File: src/rtl/phys_reg_free_list_pkg.sv
// Shared types for the rename-stage physical register free list.
// Default machine sizing lives here so the list and its users agree on tag width.
package qu_common;

    localparam int DEF_LOG_RF_DEPTH = 8;
    localparam int DEF_PHY_RF_DEPTH = 16;
    localparam int DEF_TAG_W        = $clog2(DEF_PHY_RF_DEPTH);

    typedef logic [DEF_TAG_W-1:0] phys_tag_t;

    typedef enum logic {
        FL_INIT,
        FL_READY
    } free_list_state_t;

endpackage

File: src/rtl/phys_reg_free_list_ram.sv
// Free-list tag storage: one synchronous write port, one asynchronous read port.
module free_list_ram #(
    parameter int DEPTH  = 8,
    parameter int WIDTH  = 4,
    parameter int ADDR_W = 3
) (
    input  logic              clk,
    input  logic              wr_en,
    input  logic [ADDR_W-1:0] wr_addr,
    input  logic [WIDTH-1:0]  wr_data,
    input  logic [ADDR_W-1:0] rd_addr,
    output logic [WIDTH-1:0]  rd_data
);

    logic [WIDTH-1:0] mem [DEPTH];

    always_ff @(posedge clk) begin
        if (wr_en) begin
            mem[wr_addr] <= wr_data;
        end
    end

    assign rd_data = mem[rd_addr];

endmodule

File: src/rtl/phys_reg_free_list.sv
// Physical register free list with a speculative head for rename and a committed
// head for retire, so a squash restores every speculatively allocated tag at once.
module phys_reg_free_list
    import qu_common::*;
#(
    parameter int LOG_RF_DEPTH = DEF_LOG_RF_DEPTH,
    parameter int PHY_RF_DEPTH = DEF_PHY_RF_DEPTH,
    localparam int FREE_DEPTH  = PHY_RF_DEPTH - LOG_RF_DEPTH,
    localparam int TAG_W       = $clog2(PHY_RF_DEPTH),
    localparam int CNT_W       = $clog2(FREE_DEPTH + 1)
) (
    input  logic             clk,
    input  logic             rst,
    input  logic             alloc_req,
    output logic             alloc_gnt,
    output logic [TAG_W-1:0] alloc_tag,
    output logic             empty,
    output logic [CNT_W-1:0] free_count,
    input  logic             release_en,
    input  logic [TAG_W-1:0] release_tag,
    input  logic             commit_en,
    input  logic             rollback,
    output logic             ready,
    output logic             err
);

    localparam int IDX_W = (FREE_DEPTH > 1) ? $clog2(FREE_DEPTH) : 1;

    // Pointers are an index plus a wrap bit, so equal indices distinguish full from empty.
    typedef logic [IDX_W:0] ptr_t;

    function automatic ptr_t ptr_inc(input ptr_t p);
        if (p[IDX_W-1:0] == IDX_W'(FREE_DEPTH - 1)) begin
            return {~p[IDX_W], {IDX_W{1'b0}}};
        end
        return p + ptr_t'(1);
    endfunction

    function automatic logic [CNT_W-1:0] ptr_diff(input ptr_t a, input ptr_t b);
        int d;
        d = int'(a[IDX_W-1:0]) - int'(b[IDX_W-1:0]);
        if (a[IDX_W] != b[IDX_W]) begin
            d = d + FREE_DEPTH;
        end
        return CNT_W'(d);
    endfunction

    free_list_state_t state;
    logic [IDX_W-1:0] init_cnt;
    ptr_t             spec_head;
    ptr_t             commit_head;
    ptr_t             tail;

    logic             overflow;
    logic             release_ok;
    logic             commit_bad;
    logic             commit_ok;
    ptr_t             commit_next;
    logic             wr_en;
    logic [IDX_W-1:0] wr_addr;
    logic [TAG_W-1:0] wr_data;
    logic [TAG_W-1:0] rd_tag;

    assign ready      = (state == FL_READY);
    assign empty      = !ready || (tail == spec_head);
    assign alloc_gnt  = ready && alloc_req && !empty && !rollback;
    assign alloc_tag  = ready ? rd_tag : '0;
    assign free_count = ptr_diff(tail, spec_head);

    assign overflow    = (ptr_diff(tail, commit_head) == CNT_W'(FREE_DEPTH));
    assign release_ok  = ready && release_en && !overflow;
    assign commit_bad  = (commit_head == spec_head);
    assign commit_ok   = ready && commit_en && !commit_bad;
    assign commit_next = commit_ok ? ptr_inc(commit_head) : commit_head;

    // Initialisation and commit releases share the single write port, split by state.
    assign wr_en   = !ready || release_ok;
    assign wr_addr = ready ? tail[IDX_W-1:0] : init_cnt;
    assign wr_data = ready ? release_tag : (TAG_W'(LOG_RF_DEPTH) + TAG_W'(init_cnt));

    free_list_ram #(
        .DEPTH  (FREE_DEPTH),
        .WIDTH  (TAG_W),
        .ADDR_W (IDX_W)
    ) u_ram (
        .clk     (clk),
        .wr_en   (wr_en),
        .wr_addr (wr_addr),
        .wr_data (wr_data),
        .rd_addr (spec_head[IDX_W-1:0]),
        .rd_data (rd_tag)
    );

    always_ff @(posedge clk or posedge rst) begin
        if (rst) begin
            state       <= FL_INIT;
            init_cnt    <= '0;
            spec_head   <= '0;
            commit_head <= '0;
            tail        <= '0;
            err         <= 1'b0;
        end else begin
            case (state)
                FL_INIT: begin
                    if (init_cnt == IDX_W'(FREE_DEPTH - 1)) begin
                        state <= FL_READY;
                        tail  <= {1'b1, {IDX_W{1'b0}}};
                    end else begin
                        init_cnt <= init_cnt + IDX_W'(1);
                    end
                end
                FL_READY: begin
                    if (release_ok) begin
                        tail <= ptr_inc(tail);
                    end
                    commit_head <= commit_next;
                    // A squash wins over a grant; it already blocks alloc_gnt combinationally.
                    if (rollback) begin
                        spec_head <= commit_next;
                    end else if (alloc_gnt) begin
                        spec_head <= ptr_inc(spec_head);
                    end
                    if ((release_en && overflow) || (commit_en && commit_bad)) begin
                        err <= 1'b1;
                    end
                end
                default: state <= FL_INIT;
            endcase
        end
    end

endmodule

File: config.mk
export PLATFORM = sky130hd
export DESIGN_NAME = phys_reg_free_list
export DESIGN_NICKNAME = d
export VERILOG_FILES = /design/src/rtl/phys_reg_free_list_pkg.sv /design/src/rtl/phys_reg_free_list_ram.sv /design/src/rtl/phys_reg_free_list.sv
export SDC_FILE = /design/constraint.sdc
export NUM_CORES = 1
export LEC_CHECK = 0
export ABC_AREA = 1
export BUFFER_PORTS_ARGS = -buffer_cell sky130_fd_sc_hd__buf_2
export CORE_MARGIN = 8
export CORE_UTILIZATION = 30
export CTS_CLUSTER_SIZE = 12
export DETAILED_ROUTE_END_ITERATION = 6
export PLACE_DENSITY_LB_ADDON = 0.1
export SLEW_MARGIN = 20
export SYNTH_ARGS = -nofsm -noshare
export SYNTH_HDL_FRONTEND = slang
export SYNTH_SLANG_ARGS = --single-unit
export TNS_END_PERCENT = 10
File: constraint.sdc
create_clock -name clk -period 2.4 [get_ports clk]
set_input_delay 0 -clock clk [delete_from_list [all_inputs] [get_ports clk]]
set_output_delay 0 -clock clk [all_outputs]
set_load 0.05 [all_outputs]
==> summary.md, run 1 <==
| Metric | Value |
|---|---|
| Run status | `complete, no violations` |
| Nature of the critical path endpoint | `flip-flop` |
| Finished Layout Cells | `about 430` |
| Slew margin rel. | `0.492` |
| Largest net degree at the start of global routing | `22` |
| Ratio of total power to cell area | `1420 mW/mm²` |
| End of the worst hold path | `spec_head[2]` |
| Compound-cell area share of the yosys netlist | `0.131` |
| Worst path cell trace | `inv_1, ha_1, nand2_1, nand2_1, nand2_1, nand2_1, nand2_1, nand2_1, nand2_2, nand2_4, a21oi_2` |
| Share of cells above drive strength 1 | `0.163` |
| I/O pins | `22` |
| Number of nets at the end of the flow | `350` |
| Type of the worst setup path | `flip-flop to flip-flop` |
| Worst hold path depth | `3` |
| Global placement routability congestion | `roughly 0.77` |
| Placeable core region | `0.00872 mm²` |
| Die X | `~110 µm` |
| Critical R2R Capture | `u_ram.mem[7][1]` |
| Yosys warning total | `0` |
| Min-Delay Startpoint | `rollback` |
| Largest family of logic cells by synthesized area | `simple AND/OR/NAND/NOR gates` |
| Drt first pass iters | `4` |
| Pins over their slew limit | `0` |
| Wire length of the first global-routing pass | `between 10 and 15 mm` |
| Most common cell after layout, fill and taps aside | `nand2_1` |
| Number of input and output port buffers inserted | `21` |
| Final worst-path cycle share | `0.858` |
| Library cell with the largest summed area after synthesis | `edfxtp_1` |
| Post-placement cell area | `about 0.0029 mm²` |
| Detailed Place HPWL | `just under 5 mm` |
| Number of unique standard cell types used by synthesis | `32` |
| Number of buffers added for setup after CTS | `0` |
| Total global routing track utilization | `0.107` |
| Transition at the pin with the smallest max-transition slack | `~0.76 ns` |
| Startpoint of the worst-slack reg-to-reg timing path | `commit_head[1]` |
| Starting DRC count in detailed routing | `roughly 110` |
| Post-route DRC violation count | `0` |
| TritonCTS clock tree | `yes` |
| Post-CTS clock slew at the launch and capture registers of the worst setup and hold paths | `approximately 0.1 ns` |
| Arithmetic-cell share of the synthesized area counting full adders, half adders and majority gates | `0.0721` |
| Hold violation total from the final report | `0` |
| Post-synthesis share of cell area spent on and, or, nand and nor gates | `0.202` |
| Final-layout worst hold slack | `~0.034 ns` |
| Final non-filler cell area | `~0.0031 mm²` |
| Clk Latency, worst-skew pair | `approximately 0.31 ns` |
| Max cap viols | `0` |
| Count of instances resized after the clock tree is built | `0` |
| Tightest Hold Check Type | `input pin to flip-flop` |
| Number of vias after detailed routing | `2097` |
| Antenna Nets Post-Route | `0` |
| Worst-case setup slack after placement | `0.354 ns` |
| Aggregate negative setup slack | `0 ns` |
| Multiplexer fraction of the synthesized cell area | `0` |
| Data required time at the worst endpoint | `2.39 ns` |
| Mapped cell area | `between 0.002 and 0.003 mm²` |
| Most frequent cells in the layout | `56 x nand2_1, 42 x nor2_1, 32 x edfxtp_1` |
| Initial antenna violation count | `0` |
| Die extent in y | `around 110 µm` |
| Top area cells in the synthesized netlist | `edfxtp_1 36%, dfrtp_1 16%, nand2_1 7.8%` |
| Count of placed standard cells including taps | `424` |
| Family with the most delay on the worst path | `simple AND/OR/NAND/NOR gates` |
| Number of hold-repair buffers added at the cts stage | `2` |
| Average via count per standard cell | `between 4 and 5` |
| Cell count after synthesis | `296` |
| Crit path launch type | `flip-flop` |
| Depth of the worst register-to-register path | `11` |
| Parity-gate share of the synthesized area counting xor and xnor cells | `0.0194` |
| Leakage power summed over all cells | `0.00132 µW` |
| Effective utilization at floorplan | `0.310` |
| # setup viols final | `0` |
| CTS Buf Count | `5` |
| Number of buffers on the longest clock path | `2` |
| Cell repeated most along the worst path | `nand2_1` |
| Final wirelength | `roughly 6.5 mm` |
| Via count of the first global-routing pass | `2185` |
| N_diodes | `0` |
| Clock root buffer | `clkbuf_8` |
| Delay contributed by the slowest stage of the critical path | `0.41 ns` |
| Worst clock skew | `a little over 0.01 ns` |
| Worst voltage drop across the vdd grid | `0.710 mV` |
| Area growth, synth to finish | `13.1%` |
| Count of buffer and inverter cells on the critical path | `1` |
| Unrepaired setup endpoints after global routing | `no` |
| Final global-route overflow total | `0` |
| Area fraction of the dominant cell type after synthesis | `0.355` |
| Smallest setup slack after layout | `0.341 ns` |
| Mean cell area of the mapped netlist | `9.14 µm²` |
| Reg-to-reg slack, setup | `0.34 ns` |
| Die area | `roughly 0.012 mm²` |
| H-tree Lvls | `2` |
| TritonCTS Sinks | `between 40 and 50` |
| Number of storage elements in the synthesis netlist | `49` |
| CP max FO | `13` |
| Data arrival time of the critical path | `a little over 2 ns` |
| Number of rows in the core area | `34` |
| Part of the Yosys area used for sequential elements | `0.512` |
| CP max stage cell | `dfrtp_1` |
| Tmin final | `just over 2 ns` |
| Routed wirelength normalized by instance count | `~15 µm` |
| Maximum clock frequency | `486 MHz` |
| Number of nets in the synthesized netlist | `between 300 and 400` |
## per-layer routing
| layer | track usage | vias up | wire [µm] |
|---|---|---|---|
| li1 | - | 1052 | - |
| met1 | 0.127 | 1016 | 3180 |
| met5 | 0 | - | 0 |
| met2 | 0.190 | 23 | 3110 |
| met3 | 0.0189 | 6 | 125 |
| met4 | 0.0324 | 0 | 74 |
## through the flow
stage / utilization / total power (µW)
final: 0.351 / 4340
after global routing: 0.351 / 4680
after CTS: 0.351 / 4400
after detailed placement: 0.338 / 3870
after global placement: 0.338 / 3890
after floorplan: - / 3260
## cell type report
cell class	instances	area (µm²)
flip-flops and latches	49	1390
repair buffers	31	185
multi-input cells	208	1150
fillers	912	5660
clock buffers	5	68.8
well taps	108	135
inverters	30	113
clock inverters	3	25.0
## sequential cells by signal, indices dropped and copies added (netlist names)
name and flops:
commit_head 4, err 1, init_cnt 3, ready 1, spec_head 4, tail 4
u_ram.mem 32
## Yosys cell counts, drive strengths merged
cell type  count
nand2         59
nor2          42
edfxtp        32
inv           29
o21ai         27
a21oi         17
dfrtp         17
nand3         17
ha            14
buf            8
a31oi          4
and2           4
o22ai          4
a22oi          3
nand3b         3
xnor2          3
xor2           3
o21bai         2
a21o           1
clkbuf         1
clkinv         1
fa             1
nand4          1
nor3           1
o21a           1
or2            1
## where the power goes
group	internal (µW)	total (µW)	switching, µW
Combinational	771	2560	1790
Clock	213	519	306
Sequential	1100	1260	161
Total	2080	4340	2260
## worst register-to-register path, cell delays in order (launching register included)
cell and delay (ns):
dfrtp_1 0.41, inv_1 0.09, ha_1 0.31, nand2_1 0.07, nand2_1 0.07, nand2_1 0.08, nand2_1 0.05, nand2_1 0.05
nand2_1 0.05, nand2_2 0.11, nand2_4 0.15, a21oi_2 0.29
## logic make-up after synthesis
family,after synthesis
compound gates,59
xor+xnor,6
fa+ha+maj,15
buf+inv,39
flops,49
simple gates,128
## worst max path at each step
stage              startpoint               to  slack (ns)  depth (start not counted)
3_3_place_gp   commit_head[1]  u_ram.mem[2][1]        0.41                         11
3_5_place_dp   commit_head[1]  u_ram.mem[2][1]        0.35                         11
4_1_cts        commit_head[1]  u_ram.mem[1][1]        0.33                         11
6_report       commit_head[1]  u_ram.mem[7][1]        0.34                         11
2_1_floorplan         tail[0]        alloc_gnt        0.39                          7
5_1_grt        commit_head[1]  u_ram.mem[7][1]        0.19                         11
Note: power is estimated with default switching activity, not from simulation.
==> run 2: changes to the inputs <==
--- a/config.mk
+++ b/config.mk
@@ -11,7 +11,7 @@
 export CORE_UTILIZATION = 30
 export CTS_CLUSTER_SIZE = 12
 export DETAILED_ROUTE_END_ITERATION = 6
-export PLACE_DENSITY_LB_ADDON = 0.1
+export PLACE_DENSITY = 0.55
 export SLEW_MARGIN = 20
 export SYNTH_ARGS = -nofsm -noshare
 export SYNTH_HDL_FRONTEND = slang
==> run 2 against run 1 <==
Effect of this change: wire length decreased by 5.0%; clock power increased by 33%; largest power group unchanged; sequential power is essentially flat; critical endpoint is now alloc_gnt; die area unchanged; via count hardly changed; critical path type is now flip-flop to output port.
==> summary.md, run 2 (same netlist as run 1, synthesis figures left out) <==
| Metric | Value |
|---|---|
| Die extent in y | `111 µm (unchanged)` |
| H-tree Lvls | `2 (unchanged)` |
| Die area | `0.0123 mm² (unchanged)` |
| Run status | `complete, no violations` |
| # setup viols final | `0 (unchanged)` |
| Sw power | `2240 µW (-0.71%)` |
| Clk Latency, worst-skew pair | `0.31 ns (about the same)` |
| Worst path cell trace | `inv_2, ha_1, nand2_1, nor2_1, nand2_1, nand3_2, nor2_1, buf_2` |
| Tightest Hold Check Type | `input pin to flip-flop` |
| Area growth, synth to finish | `14.3%` |
| CP max stage cell | `dfrtp_1` |
| Worst clock skew | `0.0124 ns (+0.00215 ns)` |
| Share of cells above drive strength 1 | `0.160 (-0.00258)` |
| Total global routing track utilization | `0.101 (-0.00587)` |
| Clock root buffer | `clkbuf_8` |
| Power Internal | `2270 µW (+8.8%)` |
| Worst-case setup slack after placement | `0.346 ns (-0.00727 ns)` |
| Antenna Nets Post-Route | `0 (unchanged)` |
| Initial antenna violation count | `0 (unchanged)` |
| Register with the most flip-flops | `u_ram.mem` |
| Fraction of power consumed by the clock network | `0.153 (+0.033)` |
| Delay contributed by the slowest stage of the critical path | `0.47 ns (+0.06 ns)` |
| Leakage power summed over all cells | `0.00134 µW (+1.4%)` |
| Max reg flops | `32 (unchanged)` |
| Number of vias after detailed routing | `2096 (-0.048%)` |
| Hold violation total from the final report | `0 (unchanged)` |
| Worst voltage drop across the vdd grid | `1.08 mV (+53%)` |
| Largest net degree at the start of global routing | `19 (-14%)` |
| Tmin final | `2.13 ns (+0.0700 ns)` |
| Max cap viols | `0 (unchanged)` |
| Routed wirelength normalized by instance count | `14.2 µm (-4.7%)` |
| Maximum clock frequency | `470 MHz (-3.3%)` |
| Part of the total power dissipated in combinational logic | `0.566 (-0.024)` |
| Number of rows in the core area | `34 (unchanged)` |
| Family with the most delay on the worst path | `simple AND/OR/NAND/NOR gates` |
| Final global-route overflow total | `0 (unchanged)` |
| Final wirelength | `6.17 mm (-5.0%)` |
| Wire length of the first global-routing pass | `10.2 mm (-4.9%)` |
| Sequential share of power | `0.280 (-0.010)` |
| Final worst-path cycle share | `0.887 (+0.0292)` |
| Aggregate negative setup slack | `0 ns (unchanged)` |
| TritonCTS clock tree | `yes` |
| Drt first pass iters | `4 (unchanged)` |
| Detailed Place HPWL | `4.65 mm (-4.1%)` |
| Effective utilization at floorplan | `0.310 (unchanged)` |
| Nature of the critical path endpoint | `output port` |
| Data required time at the worst endpoint | `2.40 ns (about the same)` |
| Die X | `111 µm (unchanged)` |
| Count of buffer and inverter cells on the critical path | `2 (+1)` |
| Type of the worst setup path | `flip-flop to output port` |
| Smallest setup slack after layout | `0.271 ns (-0.0700 ns)` |
| Number of nets at the end of the flow | `349 (-0.29%)` |
| Number of buffers on the longest clock path | `2 (unchanged)` |
| Average via count per standard cell | `4.84 (+0.18%)` |
| Unrepaired setup endpoints after global routing | `no` |
| Final-layout worst hold slack | `0.0410 ns (+0.00742 ns)` |
| Post-route DRC violation count | `0 (unchanged)` |
| Slew margin rel. | `0.510 (+0.0186)` |
| Number of hold-repair buffers added at the cts stage | `2 (unchanged)` |
| I/O pins | `22 (unchanged)` |
| Global placement routability congestion | `0.772 (+0.26%)` |
| Post-CTS clock slew at the launch and capture registers of the worst setup and hold paths | `0.09 ns (about the same)` |
| Data arrival time of the critical path | `2.13 ns (+0.08 ns)` |
| Ratio of total power to cell area | `1460 mW/mm² (+2.8%)` |
| Crit path launch type | `flip-flop` |
| Switching share of power | `0.497 (-0.0230)` |
| Most common cell after layout, fill and taps aside | `nand2_1` |
| N_diodes | `0 (unchanged)` |
| CTS Buf Count | `5 (unchanged)` |
| Starting DRC count in detailed routing | `114 (+6.5%)` |
| Via count of the first global-routing pass | `2089 (-4.4%)` |
| Transition at the pin with the smallest max-transition slack | `0.734 ns (-0.0278 ns)` |
| Most frequent cells in the layout | `56 x nand2_1, 42 x nor2_1, 32 x edfxtp_1` |
| Placeable core region | `0.00872 mm² (unchanged)` |
| Pins over their slew limit | `0 (unchanged)` |
| Post-route total power | `4510 µW (+3.9%)` |
| Number of buffers added for setup after CTS | `0 (unchanged)` |
| Count of instances resized after the clock tree is built | `0 (unchanged)` |
| TritonCTS Sinks | `49 (unchanged)` |
| Number of input and output port buffers inserted | `21 (unchanged)` |
| CP max FO | `10 (-3)` |
-- run 2: changes by cell type in the layout (fill, tap and decap cells not counted) --
cell	previous run	this run
clkinvlp_4	1	0
buf_4	8	7
bufinv_16	0	2
inv_6	2	0
clkinv_2	0	1
-- run 2: layout make-up --
type,count,area [µm²]
fillers,869,5630
inverters,30,113
clock buffers,5,68.8
multi-input cells,208,1150
clock inverters,3,65.1
well taps,108,135
flip-flops and latches,49,1390
repair buffers,30,178
-- run 2: final timing paths --
| check | startpoint | to | slack [ns] | cells after the start |
|---|---|---|---|---|
| setup / recovery | spec_head[2] | alloc_gnt | 0.27 | 8 |
| hold / removal | rollback | spec_head[2] | 0.04 | 3 |
| setup reg to reg | commit_head[1] | u_ram.mem[7][1] | 0.32 | 11 |
| hold reg to reg | init_cnt[0] | init_cnt[0] | 0.51 | 1 |
| max in group asynchronous | rst | spec_head[1] | 1.58 | 3 |
| min in group asynchronous | rst | err | 0.35 | 3 |
-- run 2: power by group through the flow --
stage	combinational [µW]	sequential [µW]	clock, µW
after floorplan	2010	1250	0
after global placement	2560	1280	0
after detailed placement	2570	1280	0
after CTS	2580	1260	706
after global routing	2840	1290	732
final	2550	1260	690
-- run 2: layer usage --
metal,GRT usage,routed length [µm],up-vias
met5,0,0,-
li1,-,-,1051
met2,0.170,2980,56
met3,0.0222,317,10
met1,0.121,2750,979
met4,0.0423,120,0
-- run 2: worst register-to-register path: stages (launching register included) --
cell     delay, ns
dfrtp_1       0.40
inv_1         0.09
ha_1          0.31
nand2_1       0.07
nand2_1       0.07
nand2_1       0.08
nand2_1       0.05
nand2_1       0.05
nand2_1       0.05
nand2_2       0.12
nand2_4       0.15
a21oi_2       0.32
-- run 2: through the flow --
stage | cell area [µm²] | utilization | std cells
after floorplan | 2710 | - | 296
after global placement | 2940 | 0.337 | 423
after detailed placement | 2940 | 0.337 | 423
after CTS | 3090 | 0.355 | 433
after global routing | 3090 | 0.355 | 433
final | 3090 | 0.355 | 433
